$ cat config.mk
export PLATFORM = sky130hd
export DESIGN_NAME = s_p_frame_ctrl
export DESIGN_NICKNAME = d
export VERILOG_FILES = /design/src/rtl/s_p_pkg.sv /design/src/rtl/s_p_bit_counter.sv /design/src/rtl/s_p_frame_ctrl.sv
export SDC_FILE = /design/constraint.sdc
export NUM_CORES = 1
export LEC_CHECK = 0
export BUFFER_PORTS_ARGS = -buffer_cell sky130_fd_sc_hd__buf_4
export CORE_ASPECT_RATIO = 1.1
export CORE_MARGIN = 8
export CORE_UTILIZATION = 44
export CTS_CLUSTER_DIAMETER = 30
export DETAILED_ROUTE_END_ITERATION = 16
export GPL_TIMING_DRIVEN = 0
export HOLD_SLACK_MARGIN = 0.02
export PLACE_DENSITY_LB_ADDON = 0.08
export RECOVER_POWER = 50
export SETUP_SLACK_MARGIN = 0.15
export SYNTH_ARGS = -nofsm -noshare
export SYNTH_HDL_FRONTEND = slang
export SYNTH_SLANG_ARGS = --single-unit
$ cat constraint.sdc
create_clock -name CK -period 1.3 [get_ports CK]
set_input_delay 0.13 -clock CK [delete_from_list [all_inputs] [get_ports CK]]
set_output_delay 0.13 -clock CK [all_outputs]
set_load 0.01 [all_outputs]
$ cat src/rtl/s_p_pkg.sv
// Shared types and helpers for the serial-to-parallel frame controller.
package s_p_pkg;

  localparam int C_BITS_OUT_DEFAULT = 255;

  typedef enum logic [1:0] {
    IDLE   = 2'd0,
    SHIFT  = 2'd1,
    PARITY = 2'd2,
    LATCH  = 2'd3
  } state_e;

  function automatic int cnt_w(input int n);
    return $clog2(n + 1);
  endfunction

endpackage

$ cat src/rtl/s_p_bit_counter.sv
// Saturating frame bit counter: clear / load-1 / increment, priority in that order.
// tc_o flags that the next increment completes the frame.
module s_p_bit_counter #(
  parameter int C_MAX = 255,
  parameter int C_W   = 8
) (
  input  logic           clk_i,
  input  logic           srst_i,
  input  logic           clr_i,
  input  logic           load1_i,
  input  logic           inc_i,
  output logic [C_W-1:0] cnt_o,
  output logic           tc_o
);

  logic [C_W-1:0] cnt_q, cnt_d;

  always_comb begin
    cnt_d = cnt_q;
    if (clr_i) begin
      cnt_d = '0;
    end else if (load1_i) begin
      cnt_d = C_W'(1);
    end else if (inc_i && (cnt_q != C_W'(C_MAX))) begin
      cnt_d = cnt_q + C_W'(1);
    end
  end

  always_ff @(posedge clk_i) begin
    if (srst_i) begin
      cnt_q <= '0;
    end else begin
      cnt_q <= cnt_d;
    end
  end

  assign cnt_o = cnt_q;
  assign tc_o  = (cnt_q == C_W'(C_MAX - 1));

endmodule

$ cat src/rtl/s_p_frame_ctrl.sv
// Frame-aware latch sequencer for the serial-to-parallel converter with valid/ready hand-off.
// Optional trailing even-parity bit check is enabled by defining S_P_PARITY_CHECK_EN.
module s_p_frame_ctrl
  import s_p_pkg::*;
#(
  parameter  int C_BITS_OUT = C_BITS_OUT_DEFAULT,
  localparam int C_CNT_W    = cnt_w(C_BITS_OUT)
) (
  input  logic               CK,
  input  logic               RST,
  input  logic               SIN,
  input  logic               SIN_VALID,
  input  logic               SOF,
  output logic               LATCH_EN,
  output logic               FRAME_VALID,
  input  logic               FRAME_READY,
  output logic               OVERRUN,
  input  logic               OVR_CLR,
  output logic               PARITY_ERR,
  output logic               BUSY,
  output logic [C_CNT_W-1:0] BIT_CNT
);

  state_e state_q, state_d;
  logic   cnt_load1, cnt_inc, cnt_clr, cnt_last;
  logic   fv_q, fv_d, ovr_q, ovr_d;
  logic   latch_fire, ovr_set, sof_acc;

  assign sof_acc = SIN_VALID & SOF;

`ifdef S_P_PARITY_CHECK_EN
  localparam state_e DONE_STATE = PARITY;
  logic par_q, par_d, perr_q, perr_d;
`else
  localparam state_e DONE_STATE = LATCH;
  logic unused_sin;
  assign unused_sin = SIN;
`endif

  s_p_bit_counter #(
    .C_MAX (C_BITS_OUT),
    .C_W   (C_CNT_W)
  ) u_bit_counter (
    .clk_i   (CK),
    .srst_i  (RST),
    .clr_i   (cnt_clr),
    .load1_i (cnt_load1),
    .inc_i   (cnt_inc),
    .cnt_o   (BIT_CNT),
    .tc_o    (cnt_last)
  );

  always_comb begin
    state_d    = state_q;
    cnt_load1  = 1'b0;
    cnt_inc    = 1'b0;
    cnt_clr    = 1'b0;
    latch_fire = 1'b0;
    ovr_set    = 1'b0;
`ifdef S_P_PARITY_CHECK_EN
    perr_d     = 1'b0;
`endif
    case (state_q)
      IDLE: begin
        if (sof_acc) begin
          state_d   = SHIFT;
          cnt_load1 = 1'b1;
        end
      end
      SHIFT: begin
        // A fresh SOF silently restarts the frame in place.
        if (sof_acc) begin
          cnt_load1 = 1'b1;
        end else if (SIN_VALID) begin
          cnt_inc = 1'b1;
          if (cnt_last) state_d = DONE_STATE;
        end
      end
      PARITY: begin
`ifdef S_P_PARITY_CHECK_EN
        if (sof_acc) begin
          state_d   = SHIFT;
          cnt_load1 = 1'b1;
        end else if (SIN_VALID) begin
          if (par_q ^ SIN) begin
            perr_d  = 1'b1;
            state_d = IDLE;
            cnt_clr = 1'b1;
          end else begin
            state_d = LATCH;
          end
        end
`else
        state_d = IDLE;
        cnt_clr = 1'b1;
`endif
      end
      LATCH: begin
        // An unconsumed word wins over the new one; the new frame is dropped.
        if (fv_q && !FRAME_READY) ovr_set = 1'b1;
        else                      latch_fire = 1'b1;
        state_d = IDLE;
        cnt_clr = 1'b1;
      end
      default: begin
        state_d = IDLE;
        cnt_clr = 1'b1;
      end
    endcase
  end

  always_comb begin
    fv_d = fv_q;
    if (latch_fire)                fv_d = 1'b1;
    else if (fv_q && FRAME_READY)  fv_d = 1'b0;
    ovr_d = ovr_q;
    if (ovr_set)      ovr_d = 1'b1;
    else if (OVR_CLR) ovr_d = 1'b0;
  end

  always_ff @(posedge CK) begin
    if (RST) begin
      state_q <= IDLE;
      fv_q    <= 1'b0;
      ovr_q   <= 1'b0;
    end else begin
      state_q <= state_d;
      fv_q    <= fv_d;
      ovr_q   <= ovr_d;
    end
  end

`ifdef S_P_PARITY_CHECK_EN
  always_comb begin
    par_d = par_q;
    if (cnt_load1)    par_d = SIN;
    else if (cnt_inc) par_d = par_q ^ SIN;
  end

  always_ff @(posedge CK) begin
    if (RST) begin
      par_q  <= 1'b0;
      perr_q <= 1'b0;
    end else begin
      par_q  <= par_d;
      perr_q <= perr_d;
    end
  end

  assign PARITY_ERR = perr_q;
`else
  assign PARITY_ERR = 1'b0;
`endif

  assign LATCH_EN    = latch_fire;
  assign FRAME_VALID = fv_q;
  assign OVERRUN     = ovr_q;
  assign BUSY        = (state_q != IDLE);

endmodule

# After elaboration in Yosys (flattened, before gate mapping)
# Index checks and enable logic that the tools add are counted.
[totals] reg_bits=12 inputBits=7 out_inout_bits=13 word_cells=51
[classes] add_sub_neg=1 n_eq_ne=9 n_mux=21 bitwise=1 n_reduce_logical=14
[op_table] op="$mux W1" n=16
[op_table] op="$add A8 B1 Y8 const B" n=1
[op_table] op="$eq A8 B8 Y1 const B" n=1
[op_table] op="$mux W2" n=4
[op_table] op="$ne A2 B2 Y1 const B" n=4
[op_table] op="$ne A8 B8 Y1 const B" n=1
[op_table] op="$reduce_bool A2 Y1" n=4
[op_table] op="$pmux W2 S3" n=1
[op_table] op="$reduce_or A2 Y1" n=3
[op_table] op="$eq A2 B2 Y1 const B" n=2
[op_table] op="$reduce_and A4 Y1" n=1
[op_table] op="$logic_and A1 B1 Y1" n=3
[op_table] op="$reduce_or A3 Y1" n=1
[op_table] op="$eq A2 B1 Y1 const B" n=1
[op_table] op="$logic_not A2 Y1" n=1
[op_table] op="$and A1 B1 Y1" n=1
[op_table] op="$logic_not A1 Y1" n=1

# Depth between registers and ports, before layout
[depth] ltp_word=6 ltp_mapped=5 depth_no_buf=4

# By module
# A second synthesis with hierarchy kept.
[unflattened] hier_cells=72 area_unflattened_um2=654.4
[modules_own_cells] module="s_p_bit_counter" n_inst=1 cells_each=51 area_per_inst_um2=471.7 seq_area_each_um2=160.2
[modules_own_cells] module="s_p_frame_ctrl" n_inst=1 cells_each=21 area_per_inst_um2=182.7 seq_area_each_um2=80.1

# Worst setup path after synthesis
# No wires, ideal clock.
[synth_timing] path_type="register -> register" start="register u_bit_counter.cnt_q[0] (netlist: u_bit_counter.cnt_o[0])" end="register u_bit_counter.cnt_q[1] (netlist: u_bit_counter.cnt_o[1])" setup_ns=0.116 arrival_ns=1.311 required_time_ns=1.184 setup_slack_ns=-0.127 path_stages_with_launch=5 path_buffers=0 synth_period_minus_slack_ns=1.427 cell_sequence="dfxtp_1 -> ha_1 -> and4_1 -> a21oi_1 -> o211a_1"
[synth_via] elab_chain_len=2 word_cells_on_any_way=3 classes_between="1 x add/sub; 1 x eq/ne; 1 x reduce/logical"
[synth_rtl] element="start: declaration" line_no="s_p_bit_counter.sv:16" rtl="logic [C_W-1:0] cnt_q, cnt_d;"
[synth_rtl] element="start signal: assignment" line_no="s_p_bit_counter.sv:33" rtl="cnt_q <= cnt_d;"
[synth_rtl] element="branches (longest 2 deep; another with $add A8 B1 Y8)"
# Parallel ways; which one is timed is not known.
# A chain may end at the register's enable or synchronous reset.

# Final worst setup path
[layout_timing] start="register u_bit_counter.cnt_q[0] (netlist: u_bit_counter.cnt_o[0])" end="register u_bit_counter.cnt_q[5] (netlist: u_bit_counter.cnt_o[5])"
# Same word-level chain as after synthesis.

==> impl_results.html <==
<table>
<tr><th>Metric</th><th>Value</th></tr>
<tr><th colspan="2">Outcome</th></tr>
<tr><td>Status</td><td>finished clean</td></tr>
<tr><th colspan="2">Synth</th></tr>
<tr><td>Area share of the largest cell type after synthesis</td><td>0.347</td></tr>
<tr><td>Mapped Cells</td><td>slightly below 80</td></tr>
<tr><td>Total nets after synthesis</td><td>87</td></tr>
<tr><td>Avg Cell Area, Syn</td><td>8.87 sq um</td></tr>
<tr><td>Cell types occupying the most area after synthesis</td><td>dfxtp_1 35%, a211oi_1 7.6%, and4_1 3.8%</td></tr>
<tr><td>Count of distinct cell types in the synthesized netlist</td><td>32</td></tr>
<tr><td>Library cell occupying the most area in the post-synthesis netlist</td><td>dfxtp_1</td></tr>
<tr><td>Count of yosys warnings during synthesis</td><td>0</td></tr>
<tr><td>Netlist area before placement</td><td>just under 700 sq um</td></tr>
<tr><td>Flops &amp; latches, synth</td><td>12</td></tr>
<tr><td>Register area share after synthesis</td><td>0.347</td></tr>
<tr><th colspan="2">Critical path</th></tr>
<tr><td>Critical-path maximum fanout</td><td>5</td></tr>
<tr><td>Largest delay share family, worst path</td><td>simple AND/OR/NAND/NOR gates</td></tr>
<tr><td>End of the worst register-to-register path</td><td>u_bit_counter.cnt_o[5]$_SDFFE_PP0P_</td></tr>
<tr><td>CP Cell Sequence</td><td>ha_4, and4_4, nor4_4, mux2i_1</td></tr>
<tr><td>Worst path buffer plus inverter count</td><td>0</td></tr>
<tr><td>Worst reg2reg setup slack</td><td>between 0.06 and 0.07 ns</td></tr>
<tr><td>CP max-delay cell</td><td>dfxtp_4</td></tr>
<tr><td>Peak per-stage delay on the critical path</td><td>about 0.36 ns</td></tr>
<tr><td>R2R Path Start</td><td>u_bit_counter.cnt_o[0]$_SDFFE_PP0P_</td></tr>
<tr><td>Data required, critical path</td><td>1.52 ns</td></tr>
<tr><td>End point of the critical path</td><td>u_bit_counter.cnt_o[5]$_SDFFE_PP0P_</td></tr>
<tr><td>Launch point of the worst path</td><td>u_bit_counter.cnt_o[0]$_SDFFE_PP0P_</td></tr>
<tr><td>WP data arrival</td><td>~1.5 ns</td></tr>
<tr><td>Kind of end point of the critical path</td><td>register</td></tr>
<tr><td>Reg2reg path depth</td><td>4</td></tr>
<tr><td>Number of cells on the critical path</td><td>4</td></tr>
<tr><td>Kind of start point of the critical path</td><td>register</td></tr>
<tr><td>Path type of the worst setup path</td><td>reg2reg</td></tr>
<tr><th colspan="2">Clocking</th></tr>
<tr><td>CTS HTree Levels</td><td>1</td></tr>
<tr><td>TritonCTS clock tree</td><td>done</td></tr>
<tr><td>Root Buffer Master</td><td>clkbuf_4</td></tr>
<tr><td>Worst-skew pair later-pin latency</td><td>approximately 0.29 ns</td></tr>
<tr><td>Sink Count</td><td>12</td></tr>
<tr><td>Max Buffers Root-to-Sink</td><td>2</td></tr>
<tr><td># hold bufs at CTS</td><td>0</td></tr>
<tr><td>Clock slew seen by the registers of the worst setup and hold paths</td><td>approximately 0.080 ns</td></tr>
<tr><td>TritonCTS buffer count</td><td>3</td></tr>
<tr><th colspan="2">Global route</th></tr>
<tr><td>Initial antenna violation count</td><td>0</td></tr>
<tr><td>Global-route wire length before repair</td><td>2860 microns</td></tr>
<tr><td>GRT overflow</td><td>0</td></tr>
<tr><td>All-Layer GR Usage</td><td>0.121</td></tr>
<tr><td>Vias in the first global route</td><td>655</td></tr>
<tr><td>Pin count of the biggest net entering global routing</td><td>10</td></tr>
<tr><th colspan="2">Floorplanning</th></tr>
<tr><td>Die ar.</td><td>a little over 3000 sq um</td></tr>
<tr><td>Std cell rows</td><td>15</td></tr>
<tr><td>Core Region</td><td>roughly 1500 sq um</td></tr>
<tr><td>Overall die height</td><td>~58 microns</td></tr>
<tr><td>Number of top-level pins</td><td>20</td></tr>
<tr><td>Width of the chip</td><td>53.8 microns</td></tr>
<tr><td>Initial standard-cell utilization of the core</td><td>0.455</td></tr>
<tr><th colspan="2">Routing</th></tr>
<tr><td>Count of nets left with antenna violations after detail routing</td><td>0</td></tr>
<tr><td>Number of DRC markers after the initial detailed-route iteration</td><td>4</td></tr>
<tr><td>DRC violation count after routing</td><td>0</td></tr>
<tr><td>Average vias per placed instance</td><td>5.82</td></tr>
<tr><td>Average routed wire per standard cell</td><td>15.5 microns</td></tr>
<tr><td>Via count</td><td>about 700</td></tr>
<tr><td>Drt first pass iters</td><td>6</td></tr>
<tr><td>Drt total wl</td><td>around 1900 microns</td></tr>
<tr><th colspan="2">Power</th></tr>
<tr><td>Leakage power figure</td><td>a little under 0.4 nW</td></tr>
<tr><td>Total power after layout</td><td>about 0.8 mW</td></tr>
<tr><td>Power per cell area</td><td>between 700 and 800 nW/um^2</td></tr>
<tr><td>IR Drop Worst-Case VDD</td><td>roughly 0.00086 V</td></tr>
<tr><th colspan="2">Final layout</th></tr>
<tr><td>Fill cell count</td><td>approximately 130</td></tr>
<tr><td># nets final</td><td>~110</td></tr>
<tr><td>Synth-to-Final Area Change</td><td>48.6%</td></tr>
<tr><td>Final non-filler cell total</td><td>121</td></tr>
<tr><td>Final Cell Area</td><td>1030 sq um</td></tr>
<tr><td>Number of antenna cells inserted</td><td>0</td></tr>
<tr><td>Share of final-layout standard cells stronger than drive strength 1</td><td>0.510</td></tr>
<tr><th colspan="2">STA</th></tr>
<tr><td>Upper clock frequency limit</td><td>812 MHz</td></tr>
<tr><td>Worst hold margin</td><td>~0.049 ns</td></tr>
<tr><td>Total Neg Setup Slack</td><td>0 ns</td></tr>
<tr><td>Final count of pins violating max slew</td><td>0</td></tr>
<tr><td>Final Hold Vio Count</td><td>0</td></tr>
<tr><td>Finish-stage setup viols</td><td>0</td></tr>
<tr><td>Min cycle time layout</td><td>between 1 and 1.5 ns</td></tr>
<tr><td>Unrepaired setup endpoints after global routing</td><td>true</td></tr>
<tr><td>Worst clock skew</td><td>a little over 0.007 ns</td></tr>
<tr><td>Share of the clock period used by the worst path after layout</td><td>0.947</td></tr>
<tr><th colspan="2">Job</th></tr>
<tr><td>Reported max-cap violation count</td><td>0</td></tr>
<tr><th colspan="2">Place</th></tr>
<tr><td>DP Area</td><td>~870 sq um</td></tr>
<tr><td>Hpwl dp</td><td>about 1200 microns</td></tr>
<tr><td>Gpl congestion</td><td>around 0.86</td></tr>
<tr><td>Post-placement cell count</td><td>around 110</td></tr>
<tr><td>I/O Buffers</td><td>17</td></tr>
<tr><th colspan="2">Min path</th></tr>
<tr><td>Type of the most critical hold path</td><td>in2reg</td></tr>
</table>
[synthesized netlist by cell type]
master and number:
nor4b_1 2, o211ai_1 1, conb_1 1, and3_1 2, a32oi_1 1, nand2_1 6, o21ai_0 1, inv_1 3
nor2_1 6, a311oi_1 1, ha_1 2, mux2i_1 1, nand3_1 3, buf_4 3, a211oi_1 7, a41oi_1 2
a21o_1 1, or2_2 1, o211a_1 1, dfxtp_1 12, a21oi_1 4, and2_1 1, buf_6 1, and4bb_4 1
nor4_4 1, nand4bb_1 1, nand4_1 1, nor2b_1 2, and4_1 3, nor3_1 3, a31oi_1 2, nand2b_1 1
[timing repair]
action                                  CTS  global route
pin swaps                                11             5
endpoints found under the setup margin   11            11
cloned                                    0             0
buffers inserted                          5             0
gates resized for setup                  17            11
[sequential cells by signal, indices dropped and copies added (netlist names)]
signal	count
FRAME_VALID	1
OVERRUN	1
state_q	2
u_bit_counter.cnt_o	8
[layer usage]
layer / track usage / routed length, microns / up-vias / share of wire
met2: 0.184 / 880 / 24 / 0.47
met5: 0 / 0 / - / 0
met4: 0.0758 / 53 / 0 / 0.028
met1: 0.146 / 788 / 329 / 0.42
li1: - / - / 344 / -
met3: 0.0286 / 151 / 7 / 0.081
[cells in the final DEF (no fill, tap or decap), drive strengths merged, types with 2 or more instances in the layout]
master,netlist,final
a31oi,2,2
and3,2,2
inv,3,3
nand3,3,3
dfxtp,12,12
buf,4,24
a211oi,7,7
nor2,6,6
and4,3,3
nor3,3,3
a41oi,2,2
clkbuf,0,6
a21oi,4,4
nor2b,2,2
ha,2,2
nor4b,2,2
nand2,6,6
[through the flow]
| stage | util | setup WS (ns) |
|---|---|---|
| 6_report | 0.677 | 0.0689 |
| 5_1_grt | 0.677 | -0.00657 |
| 4_1_cts | 0.661 | 0.0674 |
| 3_5_place_dp | 0.571 | 0.0137 |
| 3_3_place_gp | 0.571 | 0.0527 |
| 2_1_floorplan | - | 0.112 |
[logic make-up after synthesis]
group	synth area share
AOI/OAI and AO/OA	0.217
adders and majority gates	0.0362
buffers and inverters	0.0651
DFF	0.347
muxes	0.0145
other	0.00542
and+or+nand+nor	0.315
[power breakdown]
part	internal, mW	total, mW	switching (mW)
Clock	0.171	0.311	0.140
Combinational	0.0446	0.0914	0.0468
Sequential	0.371	0.379	0.00788
[layout make-up]
class,count,area (sq um),area share
plain buffers,4,37.5,0.0365
inverters,3,11.3,0.0109
flip-flops and latches,12,253,0.246
clock buffers,4,36.3,0.0353
well taps,17,21.3,0.0207
repair buffers,22,165,0.161
multi-input cells,59,504,0.490
[worst min-delay path by stage]
stage / to / slack, ns / depth (start not counted) / startpoint
floorplan: FRAME_VALID$_SDFFE_PP0P_ / 0.20 / 1 / RST
global placement: OVERRUN$_SDFFE_PP0P_ / 0.35 / 2 / RST
detailed placement: OVERRUN$_SDFFE_PP0P_ / 0.35 / 2 / RST
CTS: state_q[1]$_SDFFE_PP0P_ / 0.04 / 2 / RST
global route: FRAME_VALID$_SDFFE_PP0P_ / 0.04 / 2 / RST
finish: FRAME_VALID$_SDFFE_PP0P_ / 0.05 / 2 / RST
No activity file was read; power rests on OpenSTA's default activity.
